### config.mk
export PLATFORM = sky130hd
export DESIGN_NAME = wb_ram_arbiter
export DESIGN_NICKNAME = d
export VERILOG_FILES = /design/src/rtl/wb_ram_arbiter.sv
export SDC_FILE = /design/constraint.sdc
export NUM_CORES = 1
export LEC_CHECK = 0
export BUFFER_PORTS_ARGS = -buffer_cell sky130_fd_sc_hd__buf_2
export CAP_MARGIN = 15
export CORE_AREA = 2 2 125 127
export CTS_BUF_LIST = sky130_fd_sc_hd__clkbuf_16
export CTS_CLUSTER_DIAMETER = 200
export CTS_CLUSTER_SIZE = 30
export DETAILED_ROUTE_END_ITERATION = 10
export DIE_AREA = 0 0 127 129
export HOLD_SLACK_MARGIN = 0.03
export PLACE_DENSITY_LB_ADDON = 0.12
export SLEW_MARGIN = 40
export SYNTH_ARGS = -nofsm -noshare
export SYNTH_HDL_FRONTEND = slang
export SYNTH_SLANG_ARGS = --single-unit
### constraint.sdc
create_clock -name wb_clk_i -period 2.1 [get_ports wb_clk_i]
set_input_delay 0.42 -clock wb_clk_i [delete_from_list [all_inputs] [get_ports wb_clk_i]]
set_output_delay 0.42 -clock wb_clk_i [all_outputs]
set_load 0.03 [all_outputs]
### src/rtl/wb_ram_arbiter.sv
// Two-master Wishbone arbiter sharing one tagged wb_ram slave (m0 fetch, m1 data).
// Define WB_ARB_FIXED_PRIO_EN to let m1 always win ties instead of round-robin.
module wb_ram_arbiter #(
  parameter int WB_DATA_WIDTH  = 32,
  parameter int WB_ADDR_WIDTH  = 32,
  parameter int WB_SEL_WIDTH   = WB_DATA_WIDTH/8,
  parameter int TIMEOUT_CYCLES = 15
) (
  input  logic                     wb_clk_i,
  input  logic                     wb_rst_n_i,
  input  logic [WB_ADDR_WIDTH-1:0] m0_addr_i,
  input  logic [WB_DATA_WIDTH-1:0] m0_data_i,
  input  logic [WB_SEL_WIDTH-1:0]  m0_sel_i,
  input  logic                     m0_we_i,
  input  logic                     m0_cyc_i,
  input  logic                     m0_stb_i,
  input  logic                     m0_check_tags_i,
  output logic [WB_DATA_WIDTH-1:0] m0_data_o,
  output logic                     m0_ack_o,
  output logic                     m0_err_o,
  input  logic [WB_ADDR_WIDTH-1:0] m1_addr_i,
  input  logic [WB_DATA_WIDTH-1:0] m1_data_i,
  input  logic [WB_SEL_WIDTH-1:0]  m1_sel_i,
  input  logic                     m1_we_i,
  input  logic                     m1_cyc_i,
  input  logic                     m1_stb_i,
  input  logic                     m1_check_tags_i,
  output logic [WB_DATA_WIDTH-1:0] m1_data_o,
  output logic                     m1_ack_o,
  output logic                     m1_err_o,
  output logic [WB_ADDR_WIDTH-1:0] s_addr_o,
  output logic [WB_DATA_WIDTH-1:0] s_data_o,
  output logic [WB_SEL_WIDTH-1:0]  s_sel_o,
  output logic                     s_we_o,
  output logic                     s_cyc_o,
  output logic                     s_stb_o,
  output logic                     s_check_tags_o,
  input  logic [WB_DATA_WIDTH-1:0] s_data_i,
  input  logic                     s_ack_i,
  input  logic                     s_tag_mismatch_i,
  input  logic                     clear_mismatch_i,
  output logic                     s_clear_mismatch_o,
  output logic                     mismatch_owner_o,
  output logic                     mismatch_valid_o
);

  localparam int TW = $clog2(TIMEOUT_CYCLES);

  localparam logic [1:0] S_IDLE = 2'd0;
  localparam logic [1:0] S_BUSY = 2'd1;
  localparam logic [1:0] S_HOLD = 2'd2;

  localparam logic [TW-1:0] TMO_LAST = TW'(TIMEOUT_CYCLES - 1);
  localparam logic [WB_SEL_WIDTH-1:0] SEL_B = WB_SEL_WIDTH'(1);
  localparam logic [WB_SEL_WIDTH-1:0] SEL_H = WB_SEL_WIDTH'(3);

  logic [1:0]               state_q, state_d;
  logic                     last_q, last_d;
  logic                     own_q, own_d;
  logic [WB_ADDR_WIDTH-1:0] addr_q, addr_d;
  logic [WB_DATA_WIDTH-1:0] data_q, data_d;
  logic [WB_SEL_WIDTH-1:0]  sel_q, sel_d;
  logic                     we_q, we_d;
  logic                     chk_q, chk_d;
  logic [TW-1:0]            tmo_q, tmo_d;
  logic [1:0]               hold_q, hold_d;
  logic                     mm_prev_q;
  logic                     mm_own_q, mm_own_d;
  logic                     mm_vld_q, mm_vld_d;

  logic req0, req1, gnt, busy, hold, timeout;

  assign req0 = m0_cyc_i & m0_stb_i;
  assign req1 = m1_cyc_i & m1_stb_i;

`ifdef WB_ARB_FIXED_PRIO_EN
  assign gnt = req1;
`else
  assign gnt = req1 & (~req0 | ~last_q);
`endif

  assign busy    = (state_q == S_BUSY);
  assign hold    = (state_q == S_HOLD);
  assign timeout = busy & ~s_ack_i & (tmo_q == TMO_LAST);

  always_comb begin
    state_d = state_q;
    last_d  = last_q;
    own_d   = own_q;
    addr_d  = addr_q;
    data_d  = data_q;
    sel_d   = sel_q;
    we_d    = we_q;
    chk_d   = chk_q;
    tmo_d   = tmo_q;
    hold_d  = hold_q;
    case (state_q)
      S_IDLE: begin
        if (req0 | req1) begin
          own_d   = gnt;
          last_d  = gnt;
          addr_d  = gnt ? m1_addr_i : m0_addr_i;
          data_d  = gnt ? m1_data_i : m0_data_i;
          sel_d   = gnt ? m1_sel_i : m0_sel_i;
          we_d    = gnt ? m1_we_i : m0_we_i;
          chk_d   = gnt ? m1_check_tags_i : m0_check_tags_i;
          tmo_d   = '0;
          state_d = S_BUSY;
        end
      end
      S_BUSY: begin
        if (s_ack_i) begin
          // Sub-word writes need an extra cycle for the slave's read-modify-write
          if (we_q && (sel_q == SEL_B || sel_q == SEL_H))
            hold_d = 2'd2;
          else
            hold_d = 2'd1;
          state_d = S_HOLD;
        end else if (timeout) begin
          state_d = S_IDLE;
        end else begin
          tmo_d = tmo_q + 1'b1;
        end
      end
      S_HOLD: begin
        if (hold_q <= 2'd1)
          state_d = S_IDLE;
        else
          hold_d = hold_q - 2'd1;
      end
      default: state_d = S_IDLE;
    endcase
  end

  always_comb begin
    mm_own_d = mm_own_q;
    mm_vld_d = mm_vld_q;
    if (clear_mismatch_i) begin
      mm_vld_d = 1'b0;
    end else if (s_tag_mismatch_i && !mm_prev_q) begin
      mm_own_d = own_q;
      mm_vld_d = 1'b1;
    end
  end

  always_ff @(posedge wb_clk_i or negedge wb_rst_n_i) begin
    if (!wb_rst_n_i) begin
      state_q   <= S_IDLE;
      last_q    <= 1'b1;
      own_q     <= 1'b0;
      addr_q    <= '0;
      data_q    <= '0;
      sel_q     <= '0;
      we_q      <= 1'b0;
      chk_q     <= 1'b0;
      tmo_q     <= '0;
      hold_q    <= 2'd0;
      mm_prev_q <= 1'b0;
      mm_own_q  <= 1'b0;
      mm_vld_q  <= 1'b0;
    end else begin
      state_q   <= state_d;
      last_q    <= last_d;
      own_q     <= own_d;
      addr_q    <= addr_d;
      data_q    <= data_d;
      sel_q     <= sel_d;
      we_q      <= we_d;
      chk_q     <= chk_d;
      tmo_q     <= tmo_d;
      hold_q    <= hold_d;
      mm_prev_q <= s_tag_mismatch_i;
      mm_own_q  <= mm_own_d;
      mm_vld_q  <= mm_vld_d;
    end
  end

  assign s_cyc_o        = busy | hold;
  assign s_stb_o        = busy;
  assign s_we_o         = busy & we_q;
  assign s_addr_o       = addr_q;
  assign s_data_o       = data_q;
  assign s_sel_o        = sel_q;
  assign s_check_tags_o = (busy | hold) & chk_q;

  // A master that abandons its strobe still lets the slave finish, unacked
  assign m0_ack_o  = busy & ~own_q & s_ack_i & req0;
  assign m1_ack_o  = busy & own_q & s_ack_i & req1;
  assign m0_data_o = (busy & ~own_q) ? s_data_i : '0;
  assign m1_data_o = (busy & own_q) ? s_data_i : '0;
  assign m0_err_o  = timeout & ~own_q;
  assign m1_err_o  = timeout & own_q;

  assign s_clear_mismatch_o = clear_mismatch_i;
  assign mismatch_owner_o   = mm_own_q;
  assign mismatch_valid_o   = mm_vld_q;

endmodule

==> flow_summary.yaml <==
timing:
  post_route_setup_tns_ns: 0
  report.final.slew_viol_count: 0
  achievable-frequency_mhz: 485
  grt_setup_unrepaired: "true"
  fin_crit_sh_pct: 98.2
  slew_headroom_pct: 70.7
  post-route-min-period_ns: 2.06
  finalSetupViolCount: 0
  hold_viol_final: 0
  worst_slew_pin_slew_ns: 0.440
  clock-skew-final_ns: 0.00733
place:
  gp_routability_congestion: 0.919
  dpl.hpwl_um: 11500
  cell_area_after_placement_um2: 6390
  place.port_buffers: 323
  place.detailed.instances: 960
logic_synthesis:
  synth_compound_area_share_pct: 11.3
  synth_seq_cells: 83
  synth_sequential_area_ratio_pct: 45.9
  dominant_combinational_cell_family_by_area_after_synthesis: "simple AND/OR/NAND/NOR gates"
  yosys.area_share.adder_pct: 1.66
  synth.lib_cells_used.distinct: 39
  synthMuxAreaShare_pct: 15.7
  syn-mean-instance-area_um2: 9.62
  yosys_warnings: 0
  yosys-top-cells-area: "sky130_fd_sc_hd__dfrtp_1 45%, sky130_fd_sc_hd__mux2i_1 15%, sky130_fd_sc_hd__o21ai_1 7.7%, sky130_fd_sc_hd__nand2_1 6.5%, sky130_fd_sc_hd__and2_1 5.0%"
  post_synth_and_or_nand_nor_area_fraction_pct: 19.7
  synthesis.nets: 658
  synth.largest_area_cell: "sky130_fd_sc_hd__dfrtp_1"
  synthXorXnorAreaFrac_pct: 0
  syn-instance-count: 471
  synthDominantCellAreaShare_pct: 45.3
  synth_area_um2: 4530
flow_run:
  drv.max_cap_violation_count: 0
power:
  report.power.total_uw: 10300
  power.leakage_uw: 0.00372
  irDropWorstVdd_mv: 0.557
  power_density_nw_per_um2: 1490
critical_path:
  crit_arrival_ns: 1.64
  critPathCaptureType: "primary output"
  critical_path_class: "reg -> out"
  critPathRequiredTime_ns: 1.68
  critical_path.max_fanout: 34
  nature_of_the_critical_path_startpoint: "register"
global_route:
  number_of_antenna_violations_at_the_first_check_in_global_routing: 0
  gr-total-overflow: 0
  global_route.usage.met2_pct: 31.1
  met1_usage_pct: 18.3
  grt.total_usage_pct: 16.8
  first_pass_grt_wire_length_um: 21500
  busiest_layer_in_global_routing: "met2"
  first_global_vias: 4332
  largest_net_degree_at_the_start_of_global_routing: 55
  met3_usage_pct: 4.70
clocking:
  clk_path_buf_depth: 2
  clk_latency_ns: 0.34
  cts_num_sinks: 83
  htree_num_levels: 3
  cts_tree: "yes"
  clk_pin_slew_ns: 0.06
  cts_setup_buffers: 0
  numCtsBuffers: 9
  cts.root.buffer_cell: "sky130_fd_sc_hd__clkbuf_16"
final_layout:
  numnets_final: 971
  postLayoutCellArea_um2: 6890
  layout.cells.most_common: "sky130_fd_sc_hd__buf_2"
  final-instance-count-excl-fill: 977
  multi_input_area_um2: 2250
  n_diodes: 0
  register_area_um2: 2080
  share_of_post_route_cells_with_drive_strength_above_1_pct: 46.4
  final_core_utilization_pct: 46.0
  final.fill_count: 1499
  most-common-layout-cells: "287 x sky130_fd_sc_hd__buf_2, 82 x sky130_fd_sc_hd__dfrtp_1, 78 x sky130_fd_sc_hd__nand2_1"
  flow.area_growth_from_synthesis_pct: 52.0
drt:
  route.detailed.vias_per_inst: 4.67
  wl_per_cell_um: 14.7
  drt-initial-drc-count: 170
  drt-pass1-iter-count: 4
  detailroute.via_count: 4560
  drtAntennaViolNets: 0
  drc_violations_left: 0
  routed_wl_um: 14400
die:
  die-area_um2: 16400
  floorplan.die.width_um: 127
  die_h_um: 129
  num_io_pins: 324
  core_area_um2: 15000
  floorplan.initialDensity_pct: 30.3
  std_cell_rows: 45
outcome:
  status: "finished, final reports clean"
hold_path:
  class_of_the_tightest_hold_or_removal_check: "in -> reg"
## critical path, stage by stage (launching register included)
cell	delay [ns]
sky130_fd_sc_hd__dfrtp_1	0.40
sky130_fd_sc_hd__inv_2	0.09
sky130_fd_sc_hd__ha_4	0.15
sky130_fd_sc_hd__nor2b_4	0.16
sky130_fd_sc_hd__buf_12	0.16
sky130_fd_sc_hd__nor3b_2	0.16
sky130_fd_sc_hd__buf_4	0.18
## layer usage
layer	vias to the layer above	part of all wire, %
li1	2251	-
met1	2079	37
met2	206	53
met3	24	7.8
met4	0	2.1
met5	-	0
## kinds of logic after synthesis
logic type,Yosys count
AND/OR/NAND/NOR,175
AO/OA/AOI/OAI,93
buffers and inverters,43
multiplexers,71
adder cells (fa/ha/maj),6
flip-flops,83
## Yosys cell counts
cell type / number
sky130_fd_sc_hd__dfrtp_1: 82
sky130_fd_sc_hd__nand2_1: 79
sky130_fd_sc_hd__mux2i_1: 70
sky130_fd_sc_hd__o21ai_1: 70
sky130_fd_sc_hd__and2_1: 36
sky130_fd_sc_hd__and3_1: 33
sky130_fd_sc_hd__buf_2: 10
sky130_fd_sc_hd__clkbuf_1: 10
sky130_fd_sc_hd__buf_4: 9
sky130_fd_sc_hd__buf_6: 7
sky130_fd_sc_hd__inv_1: 7
sky130_fd_sc_hd__ha_1: 6
sky130_fd_sc_hd__nand3_1: 6
sky130_fd_sc_hd__o211ai_1: 5
sky130_fd_sc_hd__a21oi_1: 4
sky130_fd_sc_hd__nor2_1: 4
sky130_fd_sc_hd__o21ai_0: 4
sky130_fd_sc_hd__nand2b_1: 3
sky130_fd_sc_hd__nor2b_1: 3
sky130_fd_sc_hd__nor3_1: 2
sky130_fd_sc_hd__nor3b_1: 2
sky130_fd_sc_hd__o31ai_1: 2
sky130_fd_sc_hd__a211o_1: 1
sky130_fd_sc_hd__a211oi_1: 1
sky130_fd_sc_hd__a21boi_0: 1
sky130_fd_sc_hd__a22o_1: 1
sky130_fd_sc_hd__a22oi_2: 1
sky130_fd_sc_hd__a31oi_1: 1
sky130_fd_sc_hd__and4_1: 1
sky130_fd_sc_hd__dfstp_2: 1
sky130_fd_sc_hd__mux2_2: 1
sky130_fd_sc_hd__nand2_2: 1
sky130_fd_sc_hd__nor2b_4: 1
sky130_fd_sc_hd__nor4_1: 1
sky130_fd_sc_hd__nor4bb_1: 1
sky130_fd_sc_hd__o22a_1: 1
sky130_fd_sc_hd__o32ai_1: 1
sky130_fd_sc_hd__or3_1: 1
sky130_fd_sc_hd__or4_1: 1
## through the flow
stage               hold slack, ns  worst slack [ns]
floorplan                    0.124            0.0804
global placement             0.393             0.232
detailed placement           0.391             0.179
CTS                          0.201           0.00133
global route                 0.209           -0.0654
finish                       0.218            0.0378
## worst paths after layout
kind	slack, ns	to	from	depth (start not counted)
worst max-delay path	0.04	m0_err_o	state_q[1]	6
worst min-delay path	0.22	mm_prev_q	s_tag_mismatch_i	1
worst max register to register	0.32	tmo_q[2]	state_q[1]	7
worst min register to register	0.48	s_addr_o[2]	s_addr_o[2]	2
max in group asynchronous	0.93	last_q	wb_rst_n_i	3
min in group asynchronous	0.55	s_data_o[7]	wb_rst_n_i	2
## final cells by class
class	count	share of cell area, %
clock buffer	9	3.27
clock inverter	7	1.34
inverter	7	0.381
multi-input combinational	345	32.7
sequential	83	30.2
tap	188	3.41
timing repair buffer	338	28.7
## power breakdown
part           switching, uW  internal (uW)  total (uW)  leakage (uW)
combinational           3860           1970        5830       0.00254
clock                    646           1040        1680      0.000149
sequential               428           2360        2780       0.00103
total                   4930           5370       10300       0.00372
## repair_timing
action	4_1_cts	5_1_grt
cloned	0	0
hold buffers	1	0
resized for setup	8	81
setup endpoints to repair	36	36
pin swaps	1	0
endpoints found under the hold margin	10	0
## sequential cells by signal, summed over array words and instances (netlist names)
signal / cells
last_q: 1
state_q: 2
hold_q: 2
s_data_o: 32
s_sel_o: 4
tmo_q: 4
chk_q: 1
mismatch_owner_o: 1
mismatch_valid_o: 1
mm_prev_q: 1
we_q: 1
own_q: 1
s_addr_o: 32
Power figures use the tool's default switching activity.
